===== config.mk =====
export PLATFORM = sky130hd
export DESIGN_NAME = gol_mem_scheduler_flat
export DESIGN_NICKNAME = d
export VERILOG_FILES = /design/src/rtl/gol_pkg.sv /design/src/rtl/gol_mem_scheduler_if.sv /design/src/rtl/gol_lfsr16.sv /design/src/rtl/gol_mem_scheduler.sv /design/src/flat_wrapper.sv
export SDC_FILE = /design/constraint.sdc
export NUM_CORES = 1
export LEC_CHECK = 0
export CAP_MARGIN = 20
export CORE_AREA = 2 2 84 86
export DETAILED_ROUTE_END_ITERATION = 16
export DIE_AREA = 0 0 86 88
export MAX_ROUTING_LAYER = met4
export PLACE_DENSITY = 0.79
export SYNTH_ARGS = -nofsm -noshare
export SYNTH_HDL_FRONTEND = slang
export SYNTH_HIERARCHICAL = 1
export SYNTH_SLANG_ARGS = --single-unit

===== constraint.sdc =====
create_clock -name clk -period 2.8 [get_ports clk]
set_clock_uncertainty 0.15 [all_clocks]
set_input_delay 0.84 -clock clk [delete_from_list [all_inputs] [get_ports clk]]
set_output_delay 0.84 -clock clk [all_outputs]
set_load 0.02 [all_outputs]

===== src/rtl/gol_pkg.sv =====
// ============================================================================
// Module  : gol_pkg
// Brief   : Shared constants and state type for the Game of Life board store.
// Revision: 1.0 - initial release
// ============================================================================
`timescale 1ns/1ps
`default_nettype none

package gol_pkg;

  localparam int c_BOARD_W       = 64;
  localparam int c_BOARD_H       = 32;
  localparam int ADDR_W          = 11;
  localparam int CLOCK_FREQ      = 24_000_000;
  localparam int UPDATE_INTERVAL = CLOCK_FREQ / 10;

  // Fibonacci taps 16,14,13,11 expressed as bit positions 15,13,12,10.
  localparam logic [15:0] c_LFSR_SEED = 16'h0001;
  localparam logic [15:0] c_LFSR_TAPS = 16'hB400;

  typedef enum logic [1:0] {
    ST_IDLE   = 2'd0,
    ST_INIT   = 2'd1,
    ST_UPDATE = 2'd2,
    ST_SWAP   = 2'd3
  } gol_state_e;

endpackage

`default_nettype wire


===== src/rtl/gol_mem_scheduler_if.sv =====
// ============================================================================
// Module  : gol_mem_scheduler_if
// Brief   : Display, engine and RAM port signals shared with the scheduler.
// Revision: 1.0 - initial release
// ============================================================================
`timescale 1ns/1ps
`default_nettype none

interface gol_mem_scheduler_if #(
  parameter int ADDR_W = gol_pkg::ADDR_W
) ();

  logic              disp_req;
  logic [ADDR_W-1:0] disp_addr;
  logic              disp_gnt;
  logic              disp_rvalid;

  logic              eng_req;
  logic              eng_we;
  logic              eng_wdata;
  logic [ADDR_W-1:0] eng_addr;
  logic              eng_gnt;
  logic              eng_rvalid;
  logic              step_start;
  logic              step_done;

  logic              mem_en;
  logic              mem_we;
  logic              mem_bank;
  logic              mem_wdata;
  logic [ADDR_W-1:0] mem_addr;
  logic              mem_rdata;

  modport slave (
    input  disp_req, disp_addr, eng_req, eng_we, eng_wdata, eng_addr,
           step_done, mem_rdata,
    output disp_gnt, disp_rvalid, eng_gnt, eng_rvalid, step_start,
           mem_en, mem_we, mem_bank, mem_wdata, mem_addr
  );

  modport master (
    output disp_req, disp_addr, eng_req, eng_we, eng_wdata, eng_addr,
           step_done, mem_rdata,
    input  disp_gnt, disp_rvalid, eng_gnt, eng_rvalid, step_start,
           mem_en, mem_we, mem_bank, mem_wdata, mem_addr
  );

endinterface

`default_nettype wire


===== src/rtl/gol_lfsr16.sv =====
// ============================================================================
// Module  : gol_lfsr16
// Brief   : Free-running 16-bit Fibonacci LFSR, reseeded on reset.
// Revision: 1.0 - initial release
// ============================================================================
`timescale 1ns/1ps
`default_nettype none

module gol_lfsr16
  import gol_pkg::*;
(
  input  logic        clk,
  input  logic        rst_n,
  output logic [15:0] rng
);

  logic [15:0] r_state;
  logic        w_fb;

  assign w_fb = ^(r_state & c_LFSR_TAPS);

  always_ff @(posedge clk) begin
    if (!rst_n) begin
      r_state <= c_LFSR_SEED;
    end else begin
      r_state <= {r_state[14:0], w_fb};
    end
  end

  assign rng = r_state;

endmodule

`default_nettype wire


===== src/rtl/gol_mem_scheduler.sv =====
// ============================================================================
// Module  : gol_mem_scheduler
// Brief   : Generation sequencer and single-port board RAM arbiter.
// Revision: 1.0 - initial release
// ============================================================================
`timescale 1ns/1ps
`default_nettype none

module gol_mem_scheduler
  import gol_pkg::*;
#(
  parameter int ADDR_W          = gol_pkg::ADDR_W,
  parameter int UPDATE_INTERVAL = gol_pkg::UPDATE_INTERVAL
) (
  input  logic                clk,
  input  logic                rst_n,
  input  logic                run,
  input  logic                randomize,
  input  logic                vsync,
  gol_mem_scheduler_if.slave  bus,
  output logic                front,
  output logic                busy,
  output logic [15:0]         gen_count
);

  localparam logic [1:0] c_ST_IDLE   = ST_IDLE;
  localparam logic [1:0] c_ST_INIT   = ST_INIT;
  localparam logic [1:0] c_ST_UPDATE = ST_UPDATE;
  localparam logic [1:0] c_ST_SWAP   = ST_SWAP;

  localparam int                 c_TMR_W   = $clog2(UPDATE_INTERVAL + 1);
  localparam logic [c_TMR_W-1:0] c_TMR_MAX = c_TMR_W'(UPDATE_INTERVAL);

  logic [1:0]         r_state;
  logic [c_TMR_W-1:0] r_timer;
  logic [ADDR_W-1:0]  r_fill_addr;
  logic               r_front;
  logic [15:0]        r_gen_count;
  logic               r_disp_rvalid;
  logic               r_eng_rvalid;
  logic               r_step_start;

  logic [15:0]        w_rng;
  logic               w_disp_gnt;
  logic               w_fill_gnt;
  logic               w_eng_gnt;
  logic               w_unused;

  gol_lfsr16 u_lfsr (
    .clk   (clk),
    .rst_n (rst_n),
    .rng   (w_rng)
  );

  // Display always wins; fill and engine only see cycles the display leaves free.
  assign w_disp_gnt = bus.disp_req;
  assign w_fill_gnt = (r_state == c_ST_INIT) && !bus.disp_req;
  assign w_eng_gnt  = (r_state == c_ST_UPDATE) && !bus.disp_req && bus.eng_req;

  always_comb begin
    bus.mem_bank  = r_front;
    bus.mem_addr  = '0;
    bus.mem_wdata = 1'b0;
    if (w_disp_gnt) begin
      bus.mem_addr = bus.disp_addr;
    end else if (w_fill_gnt) begin
      bus.mem_addr  = r_fill_addr;
      bus.mem_wdata = w_rng[0];
    end else if (w_eng_gnt) begin
      bus.mem_addr  = bus.eng_addr;
      bus.mem_wdata = bus.eng_wdata;
      bus.mem_bank  = bus.eng_we ? ~r_front : r_front;
    end
  end

  assign bus.mem_en      = w_disp_gnt | w_fill_gnt | w_eng_gnt;
  assign bus.mem_we      = w_fill_gnt | (w_eng_gnt & bus.eng_we);
  assign bus.disp_gnt    = w_disp_gnt;
  assign bus.eng_gnt     = w_eng_gnt;
  assign bus.disp_rvalid = r_disp_rvalid;
  assign bus.eng_rvalid  = r_eng_rvalid;
  assign bus.step_start  = r_step_start;

  // Read data is consumed by the requesters directly, not by the scheduler.
  assign w_unused = ^{bus.mem_rdata, w_rng[15:1]};

  always_ff @(posedge clk) begin
    if (!rst_n) begin
      r_state       <= c_ST_INIT;
      r_timer       <= '0;
      r_fill_addr   <= '0;
      r_front       <= 1'b0;
      r_gen_count   <= '0;
      r_disp_rvalid <= 1'b0;
      r_eng_rvalid  <= 1'b0;
      r_step_start  <= 1'b0;
    end else begin
      r_disp_rvalid <= w_disp_gnt;
      r_eng_rvalid  <= w_eng_gnt & ~bus.eng_we;
      r_step_start  <= 1'b0;
      case (r_state)
        c_ST_IDLE: begin
          if (run) begin
            if (r_timer < c_TMR_MAX) begin
              r_timer <= r_timer + 1'b1;
            end else if (vsync) begin
              r_timer <= '0;
              if (randomize) begin
                r_state <= c_ST_INIT;
              end else begin
                r_state      <= c_ST_UPDATE;
                r_step_start <= 1'b1;
              end
            end
          end
        end
        c_ST_INIT: begin
          if (w_fill_gnt) begin
            if (&r_fill_addr) begin
              r_fill_addr <= '0;
              r_gen_count <= '0;
              r_state     <= c_ST_IDLE;
            end else begin
              r_fill_addr <= r_fill_addr + 1'b1;
            end
          end
        end
        c_ST_UPDATE: begin
          if (bus.step_done) begin
            r_state <= c_ST_SWAP;
          end
        end
        c_ST_SWAP: begin
          r_front     <= ~r_front;
          r_gen_count <= r_gen_count + 16'd1;
          r_state     <= c_ST_IDLE;
        end
        default: r_state <= c_ST_IDLE;
      endcase
    end
  end

  assign front     = r_front;
  assign busy      = (r_state != c_ST_IDLE);
  assign gen_count = r_gen_count;

endmodule

`default_nettype wire


===== src/flat_wrapper.sv =====
// flat-port wrapper written by rule: the top's interface ports become plain ports
module gol_mem_scheduler_flat import gol_pkg::*;
#(
  parameter int ADDR_W          = gol_pkg::ADDR_W,
  parameter int UPDATE_INTERVAL = gol_pkg::UPDATE_INTERVAL
)
  (clk, rst_n, run, randomize, vsync, front, busy, gen_count, bus_disp_req, bus_disp_addr, bus_eng_req, bus_eng_we, bus_eng_wdata, bus_eng_addr, bus_step_done, bus_mem_rdata, bus_disp_gnt, bus_disp_rvalid, bus_eng_gnt, bus_eng_rvalid, bus_step_start, bus_mem_en, bus_mem_we, bus_mem_bank, bus_mem_wdata, bus_mem_addr);
  gol_mem_scheduler_if #(.ADDR_W(ADDR_W)) bus_i ();
  input  logic clk;
  input  logic rst_n;
  input  logic run;
  input  logic randomize;
  input  logic vsync;
  output logic front;
  output logic busy;
  output logic [15:0] gen_count;
  input wire logic [$bits(bus_i.disp_req)-1:0] bus_disp_req;
  input wire logic [$bits(bus_i.disp_addr)-1:0] bus_disp_addr;
  input wire logic [$bits(bus_i.eng_req)-1:0] bus_eng_req;
  input wire logic [$bits(bus_i.eng_we)-1:0] bus_eng_we;
  input wire logic [$bits(bus_i.eng_wdata)-1:0] bus_eng_wdata;
  input wire logic [$bits(bus_i.eng_addr)-1:0] bus_eng_addr;
  input wire logic [$bits(bus_i.step_done)-1:0] bus_step_done;
  input wire logic [$bits(bus_i.mem_rdata)-1:0] bus_mem_rdata;
  output wire logic [$bits(bus_i.disp_gnt)-1:0] bus_disp_gnt;
  output wire logic [$bits(bus_i.disp_rvalid)-1:0] bus_disp_rvalid;
  output wire logic [$bits(bus_i.eng_gnt)-1:0] bus_eng_gnt;
  output wire logic [$bits(bus_i.eng_rvalid)-1:0] bus_eng_rvalid;
  output wire logic [$bits(bus_i.step_start)-1:0] bus_step_start;
  output wire logic [$bits(bus_i.mem_en)-1:0] bus_mem_en;
  output wire logic [$bits(bus_i.mem_we)-1:0] bus_mem_we;
  output wire logic [$bits(bus_i.mem_bank)-1:0] bus_mem_bank;
  output wire logic [$bits(bus_i.mem_wdata)-1:0] bus_mem_wdata;
  output wire logic [$bits(bus_i.mem_addr)-1:0] bus_mem_addr;
  assign bus_i.disp_req = bus_disp_req;
  assign bus_i.disp_addr = bus_disp_addr;
  assign bus_i.eng_req = bus_eng_req;
  assign bus_i.eng_we = bus_eng_we;
  assign bus_i.eng_wdata = bus_eng_wdata;
  assign bus_i.eng_addr = bus_eng_addr;
  assign bus_i.step_done = bus_step_done;
  assign bus_i.mem_rdata = bus_mem_rdata;
  assign bus_disp_gnt = bus_i.disp_gnt;
  assign bus_disp_rvalid = bus_i.disp_rvalid;
  assign bus_eng_gnt = bus_i.eng_gnt;
  assign bus_eng_rvalid = bus_i.eng_rvalid;
  assign bus_step_start = bus_i.step_start;
  assign bus_mem_en = bus_i.mem_en;
  assign bus_mem_we = bus_i.mem_we;
  assign bus_mem_bank = bus_i.mem_bank;
  assign bus_mem_wdata = bus_i.mem_wdata;
  assign bus_mem_addr = bus_i.mem_addr;
  gol_mem_scheduler #(.ADDR_W(ADDR_W), .UPDATE_INTERVAL(UPDATE_INTERVAL)) u_core (.clk(clk), .rst_n(rst_n), .run(run), .randomize(randomize), .vsync(vsync), .bus(bus_i), .front(front), .busy(busy), .gen_count(gen_count));
endmodule

# Yosys cells after proc, flatten, opt, wreduce, memory -nomap -nowiden
# Cells that the tools add are included.
[word_totals] out_inout_bits=38 ram_bits=0 reg_bits=71 latch_bits=0 n_memories=0 inputBits=33 mem_bits_ro=0
[op_classes] n_mul=0 order_cmp=1 div=0 n_bitwise=11 eq_ne=9 shift=0 mux=25 reduce_logical=15 add_sub_neg=3
[ops] op="$mux 11" count=4
[ops] op="$mux 22" count=2
[ops] op="$mux 16" count=2
[ops] op="$pmux 16 s2" count=1
[ops] op="$add 22x1->22 const B" count=1
[ops] op="$lt 22x22->1 const B" count=1
[ops] op="$add 16x1->16 const B" count=1
[ops] op="$reduce_xor 16->1" count=1
[ops] op="$mux 2" count=7
[ops] op="$add 11x1->11 const B" count=1
[ops] op="$reduce_and 11->1" count=1
[ops] op="$ne 2x2->1 const B" count=5
[ops] op="$mux 1" count=8
[ops] op="$pmux 2 s4" count=1
[ops] op="$not 1->1" count=6
[ops] op="$reduce_and 3->1" count=2
[ops] op="$reduce_and 6->1" count=1
[ops] op="$reduce_bool 2->1" count=3
[ops] op="$reduce_or 5->1" count=1
[ops] op="$eq 2x2->1 const B" count=2
[ops] op="$logic_and 1x1->1" count=3
[ops] op="$or 1x1->1" count=3
[ops] op="$and 1x1->1" count=2
[ops] op="$eq 2x1->1 const B" count=1
[ops] op="other kinds (4)" count=4

# Logic depth before layout (Yosys ltp)
[logic_depth] word_depth=6 ltp_mapped=7

# Hierarchy
# The synthesis kept the hierarchy.
[modules_own_cells] module="gol_mem_scheduler" area_per_inst_um2=2869.0 n_inst=1 cells_per_inst=365
[modules_own_cells] module="gol_lfsr16" area_per_inst_um2=450.4 n_inst=1 cells_per_inst=36

# Worst setup path before layout
# Ideal clock, no wire load.
[synth_path] path_kind="input -> output" startpoint="input port bus_disp_req" endpoint="output port bus_mem_bank" cell_stages=4 t_required_ns=1.810 arrival_ns=2.228 path_slack_ns=-0.418 n_path_buf=1 cell_sequence="clkbuf_1 > nor3_1 > nand2_1 > xnor2_1"
[synth_via] elab_chain_len=6 elab_cells_between_ends=7
[synth_rtl] element="start: declaration" line_no="flat_wrapper.sv:17" rtl="input wire logic [$bits(bus_i.disp_req)-1:0] bus_disp_req;"
[synth_rtl] element="$logic_not 1->1" line_no="gol_mem_scheduler.sv:58" rtl="assign w_eng_gnt = (r_state == c_ST_UPDATE) && !bus.disp_req && bus.eng_req;"
[synth_rtl] element="$logic_and 1x1->1 (2 in a row)" line_no="gol_mem_scheduler.sv:58"
[synth_rtl] element="via bus_eng_gnt" line_no="flat_wrapper.sv:27" rtl="output wire logic [$bits(bus_i.eng_gnt)-1:0] bus_eng_gnt;"
[synth_rtl] element="$mux 1" line_no="gol_mem_scheduler.sv:69" rtl="end else if (w_eng_gnt) begin"
[synth_rtl] element="$mux 1" line_no="gol_mem_scheduler.sv:66" rtl="end else if (w_fill_gnt) begin"
[synth_rtl] element="$mux 1" line_no="gol_mem_scheduler.sv:64" rtl="if (w_disp_gnt) begin"
[synth_rtl] element="end: declaration" line_no="flat_wrapper.sv:32" rtl="output wire logic [$bits(bus_i.mem_bank)-1:0] bus_mem_bank;"
# The timed path passes the listed nets, and every way through them passes these cells.

# Worst setup path after layout
[layout_path] startpoint="input port bus_disp_req" endpoint="output port bus_mem_en"
[layout_via] elab_chain_len=4 elab_cells_between_ends=6
[layout_rtl] element="$logic_not 1->1" line_no="gol_mem_scheduler.sv:57, gol_mem_scheduler.sv:58"
[layout_rtl] element="$logic_and 1x1->1, on equally long branches" line_no="gol_mem_scheduler.sv:57, gol_mem_scheduler.sv:58"
[layout_rtl] element="$or 1x1->1 / $logic_and 1x1->1 (equally long branches)" line_no="gol_mem_scheduler.sv:76, gol_mem_scheduler.sv:58"
[layout_rtl] element="$or 1x1->1 *" line_no="gol_mem_scheduler.sv:76" rtl="assign bus.mem_en = w_disp_gnt | w_fill_gnt | w_eng_gnt;"
[layout_rtl] element="end: declaration" line_no="flat_wrapper.sv:30" rtl="output wire logic [$bits(bus_i.mem_en)-1:0] bus_mem_en;"
# Every way passes the cells marked *; elsewhere a longest branch is shown, timed or not.

==> results.cfg <==
[global_route]
track_usage = 0.231
met1_usage = 0.285
grtUsageMet2 = 0.369
antenna_found_initial = 0
grt_max_degree = 32
grt_pass1_vias = 2989
busiest_layer = met2
grt-ovfl-total = 0
grt_first_pass_wirelength_um = 13600
use_met3 = 0.0415

[power]
fin_total_pwr_mw = 1.86
irDropWorstVdd_mv = 0.279
power.density_mw_per_mm2 = 424
p_leak_nw = 1.61

[drt]
via_count = 3228
routed_wl_um = 8170
viasPerCell = 5.68
ant_nets = 0
wl_per_cell_um = 14.4
drt_iter0_drc = 173
drt_first_pass_iters = 4
route.detailed.drc = 0

[logic_synthesis]
muxShareOfSynthArea = 0
synthTopCellsByCount = dfxtp_1, nand2_1, nor2_1
yosysMostFrequentCell = dfxtp_1
synth_top_family_by_area = simple AND/OR/NAND/NOR gates
async_flop_share = 0
synthFlopType = dfxtp_1
seq_area_frac_synth = 0.428
synth-compound-area-share = 0.170
synth_top_area_frac = 0.428
synth_fa_ha_area_frac = 0.0113
synth_cell_type_count = 43
yosysWarnings = 6
synth_xor_area_frac = 0.0607
syn-cell-area_mm2 = 0.00332
synthCells = 401
syn_avg_cell_area_um2 = 8.28
synth-simple-area-share = 0.287
ys_seq_elements = 71
synth_area_leaders = dfxtp_1, xor2_1, nand2_1, a21oi_1, nor2_1
synth_edf_count = 0
yosysTopAreaCell = dfxtp_1
synth_nets = 437

[floorplanning]
coreArea_mm2 = 0.00664
fp.dieW_um = 86
die_h_um = 88
ios = 71
start_util = 0.500
rows = 30
dieArea_mm2 = 0.00757

[place]
dp_hpwl_um = 5900
dpl_worst_slack_ns = -0.708
gp_congestion = 0.836
portBuffers = 69

[cts]
cts_setup_buffers = 0
clk-insertion-delay-late_ns = 0.33
clockRootBuffer = clkbuf_8
cts_hold_buffers = 0
clock_path_buffers = 2
clock_sinks = 71
cts_max_level = 3
cts-buffers-inserted = 9
cts_tree = done
cts_resized = 86
clkTransAtPathRegs_ns = 0.06

[worst_hold_path]
min_path_cells = 1
hold_path_class = register to register

[cells_and_area]
diodes = 0
drive_gt1_frac = 0.137
nets = 521
fillCellCount = 544
syn_to_final_growth_pct = 31.9

[timing]
fin_ws_ns = 0.0472
worst-slew-pin-transition_ns = 0.731
hold_viol = 0
period_needed_ns = 2.75
rsz0062_at_grt = false
holdWs_ns = 0.284
max_freq_mhz = 363
finalCritPeriodShare = 0.983
max-slew-margin-rel = 0.513
drv_slew = 0
setup_viol = 0

[critical_path]
cp_max_fo = 17
path_common_cell = buf_6
worst_r2r_path_depth = 5
path_cells = clkdlybuf4s15_2, buf_6, or3_1, buf_6
critPathCaptureType = output pin
crit_slowest_cell = or3_1
worstPathArrival_ns = 1.76
cp.required_ns = 1.81
crit_type = input pin to output pin
cp-start-kind = input pin
max_stage_delay_ns = 0.36

[outcome]
status = completed

[flow_run]
drv_cap = 0
## registers in the layout, indices dropped and copies added, names as in the netlist
| name | count |
|---|---|
| u_core/bus.disp_rvalid | 1 |
| u_core/bus.eng_rvalid | 1 |
| u_core/bus.step_start | 1 |
| u_core/front | 1 |
| u_core/gen_count | 16 |
| u_core/r_fill_addr | 11 |
| u_core/r_state | 2 |
| u_core/r_timer | 22 |
| u_core/u_lfsr/rng | 16 |
## power by group
group          switching, mW  internal [mW]  leakage (nW)
logic                 0.0636         0.0716         0.953
clock network          0.339          0.360        0.0854
registers            0.00573           1.02         0.573
## worst max-delay path, delay by kind of cell
family | cells | cell delay [ns]
simple gates | 1 | 0.36
buf+inv | 3 | 0.57
## layout by cell type (no fill, tap or decap), types with 5 or more instances in the layout
master / n
o21ai_0: 12
nor2_1: 36
dfxtp_1: 70
clkdlybuf4s50_1: 50
and2_1: 18
nand2_1: 40
and3_1: 5
nand3_1: 16
clkbuf_8: 11
buf_4: 25
xor2_1: 19
a22oi_1: 10
or3_1: 15
a21oi_1: 28
buf_2: 12
o31ai_1: 12
nand4_1: 18
or4_1: 14
o21ai_1: 11
inv_1: 11
## cell type report
| cell class | count | area, um2 | share of cell area |
|---|---|---|---|
| multi-input cells | 296 | 1790 | 0.410 |
| flip-flops and latches | 71 | 1420 | 0.325 |
| repair buffers | 96 | 855 | 0.195 |
| clock buffers | 13 | 159 | 0.0363 |
| well taps | 80 | 100 | 0.0229 |
| inverters | 11 | 41.3 | 0.00943 |
| clock inverters | 1 | 5.00 | 0.00114 |
## per-layer routing
layer  vias to the layer above  routed length [um]
met3                        16                 490
met5                         -                   0
met2                        92                3900
li1                       1612                   -
met4                         0                 155
met1                      1508                3620
## metrics by stage
step	util	instance area (um2)	setup TNS, ns	instances
after detailed placement	0.637	4230	-13.38	553
after floorplan	-	3330	-0.118	401
after CTS	0.659	4380	0	568
after global placement	0.637	4230	-12.74	553
final	0.659	4380	0	568
after global routing	0.659	4380	0	568
## kinds of logic after synthesis
logic type / after synthesis
XOR/XNOR: 23
adder cells (fa/ha/maj): 3
AND/OR/NAND/NOR: 182
buffers and inverters: 34
flip-flops: 71
AO/OA/AOI/OAI: 88
## final timing paths
check	start	endpoint	slack, ns
worst max-delay path	bus_disp_req	bus_mem_en	0.05
worst max register to register	u_core/r_timer[16]	u_core/r_timer[18]	0.33
worst min register to register	u_core/u_lfsr/rng[9]	u_core/u_lfsr/rng[10]	0.28
worst min-delay path	u_core/u_lfsr/rng[9]	u_core/u_lfsr/rng[10]	0.28
No activity file was read; power rests on OpenSTA's default activity.
